--- config.mk ---
export PLATFORM = sky130hd
export DESIGN_NAME = dso_capture_ctrl
export DESIGN_NICKNAME = d
export VERILOG_FILES = /design/src/rtl/dso_capture_ctrl.sv
export SDC_FILE = /design/constraint.sdc
export NUM_CORES = 1
export LEC_CHECK = 0
export BUFFER_PORTS_ARGS = -buffer_cell sky130_fd_sc_hd__buf_2
export CAP_MARGIN = 30
export CORE_MARGIN = 10
export CORE_UTILIZATION = 64
export DETAILED_ROUTE_END_ITERATION = 8
export GPL_TIMING_DRIVEN = 1
export PLACE_DENSITY = 0.95
export RECOVER_POWER = 50
export SETUP_SLACK_MARGIN = 0.2
export SYNTH_ARGS = -nofsm -noshare
export SYNTH_HDL_FRONTEND = slang
export SYNTH_SLANG_ARGS = --single-unit
export TNS_END_PERCENT = 1
--- constraint.sdc ---
create_clock -name clk -period 8.8 [get_ports clk]
set_input_delay 0.88 -clock clk [delete_from_list [all_inputs] [get_ports clk]]
set_output_delay 0.88 -clock clk [all_outputs]
set_load 0.005 [all_outputs]
--- src/rtl/dso_capture_ctrl.sv ---
// Capture controller for the DSO acquisition path: decimates the ADC strobe, writes a
// circular pre/post-trigger trace into NCH channel RAMs and flags completion to readout.
module dso_capture_ctrl #(
  parameter int ADDR_W  = 9,
  parameter int DEC_W   = 4,
  parameter int NCH     = 3,
  parameter int AUTO_TO = 256
) (
  input  logic              clk,
  input  logic              rst_n,
  input  logic              smpl_tick,
  input  logic              run,
  input  logic [1:0]        mode,
  input  logic [ADDR_W-1:0] trig_pos,
  input  logic [DEC_W-1:0]  decimator,
  input  logic [NCH-1:0]    ch_en,
  input  logic              triggered,
  input  logic              clr_capture_done,
  output logic [NCH-1:0]    we,
  output logic              en,
  output logic [ADDR_W-1:0] addr,
  output logic              trig_en,
  output logic              armed,
  output logic              auto_trig,
  output logic              capture_done,
  output logic [ADDR_W-1:0] trace_end,
  output logic              busy
);

  localparam int DCW = (1 << DEC_W) - 1;
  localparam int AW  = $clog2(AUTO_TO + 1);
  localparam logic [ADDR_W:0] DEPTH    = {1'b1, {ADDR_W{1'b0}}};
  localparam logic [AW-1:0]   AUTO_LIM = AW'(AUTO_TO);
  localparam logic [1:0]      M_STOP   = 2'b00;
  localparam logic [1:0]      M_NORM   = 2'b01;
  localparam logic [1:0]      M_AUTO   = 2'b10;

  typedef enum logic [2:0] {S_IDLE, S_PRE, S_ARMED, S_POST, S_DONE} state_t;

  state_t            state, state_nxt;
  logic [DCW-1:0]    dec_cnt;
  logic [DCW-1:0]    dec_last;
  logic [ADDR_W-1:0] smpl_cnt;
  logic [ADDR_W-1:0] trig_cnt;
  logic [AW-1:0]     auto_cnt;
  logic [ADDR_W-1:0] tp_eff;
  logic              keep, active, stop_req, wr;
  logic              pre_full, auto_hit, post_hit, auto_fire, done_set, start;

  // Terminal count of the decimator is 2^decimator-1, built without a wider shift.
  assign dec_last = ~({DCW{1'b1}} << decimator);
  assign keep     = smpl_tick && (dec_cnt == dec_last);

  assign active   = (state == S_PRE) || (state == S_ARMED) || (state == S_POST);
  assign stop_req = !run || (mode == M_STOP);
  // An abort suppresses the write in the very cycle it is requested.
  assign wr       = active && !stop_req && keep;

  assign en      = wr;
  assign we      = wr ? ch_en : '0;
  assign trig_en = (state == S_ARMED);
  assign busy    = active;

  assign tp_eff   = (trig_pos == '0) ? ADDR_W'(1) : trig_pos;
  assign pre_full = ({1'b0, smpl_cnt} + (ADDR_W+1)'(wr) + {1'b0, tp_eff}) >= DEPTH;
  assign auto_hit = wr && (mode == M_AUTO) && ((auto_cnt + AW'(1)) == AUTO_LIM);
  assign post_hit = wr && (({1'b0, trig_cnt} + (ADDR_W+1)'(1)) >= {1'b0, tp_eff});

  // NOTE: every signal written here gets its default first so no latch is inferred.
  always_comb begin
    state_nxt = state;
    start     = 1'b0;
    auto_fire = 1'b0;
    case (state)
      S_IDLE:
        if (!stop_req) begin
          state_nxt = S_PRE;
          start     = 1'b1;
        end
      S_PRE:
        if (stop_req)      state_nxt = S_IDLE;
        else if (pre_full) state_nxt = S_ARMED;
      S_ARMED:
        if (stop_req) state_nxt = S_IDLE;
        else if (triggered) state_nxt = S_POST;
        else if (auto_hit) begin
          state_nxt = S_POST;
          auto_fire = 1'b1;
        end
      S_POST:
        if (stop_req)      state_nxt = S_IDLE;
        else if (post_hit) state_nxt = S_DONE;
      S_DONE:
        if (stop_req) state_nxt = S_IDLE;
        else if (clr_capture_done && (mode == M_NORM || mode == M_AUTO)) begin
          state_nxt = S_PRE;
          start     = 1'b1;
        end
      default: state_nxt = S_IDLE;
    endcase
  end

  assign done_set = (state == S_POST) && (state_nxt == S_DONE);

  // NOTE: sequential state uses non-blocking assignments so all registers see pre-edge values.
  always_ff @(posedge clk or negedge rst_n) begin
    if (!rst_n) begin
      state        <= S_IDLE;
      dec_cnt      <= '0;
      addr         <= '0;
      smpl_cnt     <= '0;
      trig_cnt     <= '0;
      auto_cnt     <= '0;
      armed        <= 1'b0;
      auto_trig    <= 1'b0;
      capture_done <= 1'b0;
      trace_end    <= '0;
    end else begin
      state     <= state_nxt;
      auto_trig <= auto_fire;
      armed     <= (state_nxt == S_ARMED) || (state_nxt == S_POST);

      if (start || keep)   dec_cnt <= '0;
      else if (smpl_tick)  dec_cnt <= dec_cnt + DCW'(1);

      if (start)   addr <= '0;
      else if (wr) addr <= addr + ADDR_W'(1);

      if (start)                          smpl_cnt <= '0;
      else if (wr && state == S_PRE)      smpl_cnt <= smpl_cnt + ADDR_W'(1);

      if (start)                          trig_cnt <= '0;
      else if (wr && state == S_POST)     trig_cnt <= trig_cnt + ADDR_W'(1);

      if (start)                                          auto_cnt <= '0;
      else if (wr && state == S_ARMED && mode == M_AUTO)  auto_cnt <= auto_cnt + AW'(1);

      // Completion outranks a coincident clear from the readout side.
      if (done_set)              capture_done <= 1'b1;
      else if (clr_capture_done) capture_done <= 1'b0;

      if (done_set) trace_end <= addr;
    end
  end

endmodule

==> results.sh <==
export IMPL_dpl_cell_count=639
export IMPL_worst_endpoint_arrival_ns=4.52
export IMPL_detailedRoute_firstIterationViolations=287
export IMPL_multi_input_gate_area_mm2=0.00270
export IMPL_tightestPinTransition_ns=3.50
export IMPL_drt_pass1_iter_count=5
export IMPL_remaining_drc_errors=0
export IMPL_pin_count=51
export IMPL_worstHoldEndpoint="trace_end[8]$_DFFE_PN0P_"
export IMPL_floorplan_die_area_mm2=0.0110
export IMPL_drv_cap=1
export IMPL_portBuffers=50
export IMPL_outcome="complete, but fails checks"
export IMPL_cts_clk_slew_worst_paths_ns=0.06
export IMPL_fp_dieH_um=105
export IMPL_synth_ff_latch_count=66
export IMPL_synthesized_net_count=579
export IMPL_area_growth_syn_to_layout_pct=7.81
export IMPL_netlist_area_mm2=0.00461
export IMPL_timing_critical_path_fanout_max=23
export IMPL_dominantRegCellSynth="sky130_fd_sc_hd__dfrtp_1"
export IMPL_skew_ns=0.00692
export IMPL_worst_setup_path_start_kind="primary input"
export IMPL_num_fill_cells=524
export IMPL_antenna_diode_count=0
export IMPL_setup_worst_path_class="primary input to register"
export IMPL_finalCriticalPeriod_ns=4.35
export IMPL_rows=30
export IMPL_post_cts_buffers=0
export IMPL_final_min_period_over_clock_period_pct=49.5
export IMPL_detailed_place_hpwl_um=8060
export IMPL_first_pass_grt_wire_length_um=18300
export IMPL_numClockSinks=66
export IMPL_reg2reg_setup_slack_ns=4.82
export IMPL_yosysUniqueCellTypes=65
export IMPL_antenna_left=0
export IMPL_synthesis_instances=529
export IMPL_cts_resized_gates=0
export IMPL_power_leakage_nw=2.34
export IMPL_tritoncts_clock_tree="yes"
export IMPL_ff2ff_path_depth=14
export IMPL_design_core_area_mm2=0.00691
export IMPL_gr_total_overflow=0
export IMPL_synth_edf_count=0
export IMPL_final_net_count=604
export IMPL_fp_dieW_um=105
export IMPL_final_seq_area_mm2=0.00165
export IMPL_hold_critical_path_depth=1
export IMPL_finalSetupViolations=0
export IMPL_ys_warn_count=0
export IMPL_synth_area_per_cell_um2=8.72
export IMPL_failed_checks="capacitance limit, slew limit"
export IMPL_worst_skew_pair_late_latency_ns=0.34
export IMPL_maximum_ir_drop_on_the_vdd_rail_mv=0.0927
export IMPL_r2r_start="dec_cnt[3]$_DFFE_PN0P_"
export IMPL_post_cts_hold_buffer_count=0
export IMPL_cts_buffers_inserted=9
export IMPL_grt_antenna_before_repair=0
export IMPL_num_vias=4079
export IMPL_clk_root_buffer_cell="sky130_fd_sc_hd__clkbuf_8"
export IMPL_critPathCaptureType="register"
export IMPL_first_global_vias=3923
export IMPL_ys_seq_area_share_pct=35.8
export IMPL_worstPathRequired_ns=8.97
export IMPL_tns_ns=0
export IMPL_clk_path_buf_depth=2
export IMPL_hold_path_startpoint="trace_end[8]$_DFFE_PN0P_"
export IMPL_power_per_cell_area_mw_per_mm2=128
export IMPL_fmax_achieved_mhz=230
export IMPL_max_slew_margin_rel_pct=-133
export IMPL_routabilityCongestion=0.951
export IMPL_asyncSetResetFlopFracSynth_pct=100
export IMPL_detail_route_wirelength_um=11100
export IMPL_groute_usage_overall_pct=19.7
export IMPL_final_layout_size_suffix_gt1_share_pct=11.3
export IMPL_htree_levels=3
export IMPL_fin_cells=653
export IMPL_wire_per_inst_um=16.9
export IMPL_timing_hold_violations_final=0
export IMPL_initial_util_pct=66.8
export IMPL_worst_r2r_endpoint="state[0]$_DFF_PN0_"
export IMPL_route_detailed_vias_per_inst=6.25
export IMPL_grt_start_max_net_pins=67
export IMPL_grt_setup_unrepaired="false"
export IMPL_hold_path_class="register to register"
export IMPL_slew_violations=67
-- worst max-delay path, cell delays in order --
cell and delay [ns]:
sky130_fd_sc_hd__buf_2 0.22, sky130_fd_sc_hd__or2_0 0.26, sky130_fd_sc_hd__a2111oi_0 0.57, sky130_fd_sc_hd__a211oi_1 0.18, sky130_fd_sc_hd__or4_1 0.48, sky130_fd_sc_hd__nor3_2 0.50
sky130_fd_sc_hd__inv_1 0.16, sky130_fd_sc_hd__fa_1 0.42, sky130_fd_sc_hd__nor2b_1 0.16, sky130_fd_sc_hd__o31ai_1 0.08, sky130_fd_sc_hd__a21oi_1 0.13, sky130_fd_sc_hd__o21ai_0 0.12
sky130_fd_sc_hd__nand3b_1 0.11, sky130_fd_sc_hd__a211o_1 0.12, sky130_fd_sc_hd__o2111ai_1 0.11
-- layer usage --
layer | part of all wire [%] | GRT usage (%) | vias up | wire length, um
li1 | - | - | 1956 | -
met1 | 44 | 24.4 | 1949 | 4830
met2 | 49 | 33.6 | 155 | 5380
met3 | 6.2 | 3.44 | 19 | 687
met4 | 1.5 | 6.96 | 0 | 161
met5 | 0 | 0 | - | 0
-- state kept, by name, summed over array words and instances, names as in the netlist --
register      flops
addr              9
armed             1
auto_cnt          9
auto_trig         1
capture_done      1
dec_cnt          15
smpl_cnt          9
state             3
trace_end         9
trig_cnt          9
-- cell usage after synthesis (5+ instances only) --
library cell | instances | area [um^2]
sky130_fd_sc_hd__inv_1 | 27 | 101
sky130_fd_sc_hd__a21oi_1 | 22 | 110
sky130_fd_sc_hd__dfrtp_1 | 66 | 1650
sky130_fd_sc_hd__and3_1 | 7 | 43.8
sky130_fd_sc_hd__mux2_1 | 8 | 90.1
sky130_fd_sc_hd__nor3b_1 | 6 | 45.0
sky130_fd_sc_hd__xor2_1 | 17 | 149
sky130_fd_sc_hd__mux2i_1 | 7 | 70.1
sky130_fd_sc_hd__a211o_1 | 5 | 43.8
sky130_fd_sc_hd__and2_1 | 8 | 50.1
sky130_fd_sc_hd__nand2b_1 | 11 | 68.8
sky130_fd_sc_hd__nand3_1 | 30 | 150
sky130_fd_sc_hd__nor2b_1 | 7 | 43.8
sky130_fd_sc_hd__nor2_1 | 38 | 143
sky130_fd_sc_hd__nand4_1 | 17 | 106
sky130_fd_sc_hd__or4_1 | 9 | 67.6
sky130_fd_sc_hd__or3_1 | 11 | 68.8
sky130_fd_sc_hd__ha_1 | 25 | 313
sky130_fd_sc_hd__buf_2 | 7 | 35.0
sky130_fd_sc_hd__a21o_1 | 7 | 52.6
sky130_fd_sc_hd__o21ai_0 | 21 | 105
sky130_fd_sc_hd__clkbuf_1 | 27 | 101
sky130_fd_sc_hd__xnor2_1 | 16 | 140
sky130_fd_sc_hd__nor4_1 | 6 | 37.5
sky130_fd_sc_hd__o31ai_1 | 10 | 75.1
sky130_fd_sc_hd__nand2_1 | 34 | 128
sky130_fd_sc_hd__nor3_1 | 14 | 70.1
-- layout by cell type, fill, tap and decap left out, drive strengths merged, types with 8 or more instances in the layout --
cell type / n
a21oi: 22
and2: 8
buf: 40
clkbuf: 26
dfrtp: 66
ha: 25
inv: 27
mux2: 10
nand2: 34
nand2b: 11
nand3: 30
nand4: 17
nor2: 38
nor3: 15
o21ai: 25
o31ai: 10
or3: 11
or4: 9
xnor2: 16
xor2: 17
-- layout make-up --
cell class	instances	area share (%)
Clock buffer	14	3.07
Inverter	27	2.04
Multi-Input combinational cell	398	54.3
Sequential cell	66	33.2
Tap cell	96	2.42
Timing Repair Buffer	52	4.98
-- how the worst max path moves through the flow --
| stage | end | slack, ns | from |
|---|---|---|---|
| 2_1_floorplan | state[0]$_DFF_PN0_ | 4.90 | decimator[2] |
| 3_3_place_gp | state[0]$_DFF_PN0_ | 4.48 | decimator[1] |
| 3_5_place_dp | state[0]$_DFF_PN0_ | 4.20 | decimator[1] |
| 4_1_cts | state[0]$_DFF_PN0_ | 4.53 | decimator[1] |
| 5_1_grt | state[0]$_DFF_PN0_ | 4.05 | decimator[1] |
| 6_report | state[0]$_DFF_PN0_ | 4.45 | decimator[1] |
-- through the flow --
stage               utilization (%)  power (mW)  setup slack, ns  cell area [um^2]  hold WS, ns
floorplan                         -       0.396             4.90              4610        0.487
global placement               70.0       0.419             4.48              4840        0.470
detailed placement             70.0       0.426             4.20              4840        0.482
CTS                            72.2       0.636             4.53              4990        0.496
global route                   72.0       0.664             4.05              4970        0.518
finish                         72.0       0.635             4.45              4970        0.492
-- power breakdown --
part | internal, mW | switching (mW) | total, mW | leakage, nW
clock | 0.107 | 0.104 | 0.212 | 0.0766
sequential | 0.310 | 0.0187 | 0.329 | 0.918
combinational | 0.0364 | 0.0575 | 0.0939 | 1.35
-- cells by family (layout without fill, tap and decap cells) --
| kind of cell | count (synthesis) | count (layout) | synth area share [%] |
|---|---|---|---|
| and+or+nand+nor | 212 | 212 | 24.7 |
| AOI/OAI and AO/OA | 110 | 110 | 16.2 |
| buffers and inverters | 65 | 93 | 5.81 |
| muxes | 17 | 17 | 3.96 |
| DFF | 66 | 66 | 35.8 |
| xor gates and xnor gates | 33 | 33 | 6.27 |
| adders and majority gates | 26 | 26 | 7.22 |
Note: power is estimated with default switching activity, not from simulation.
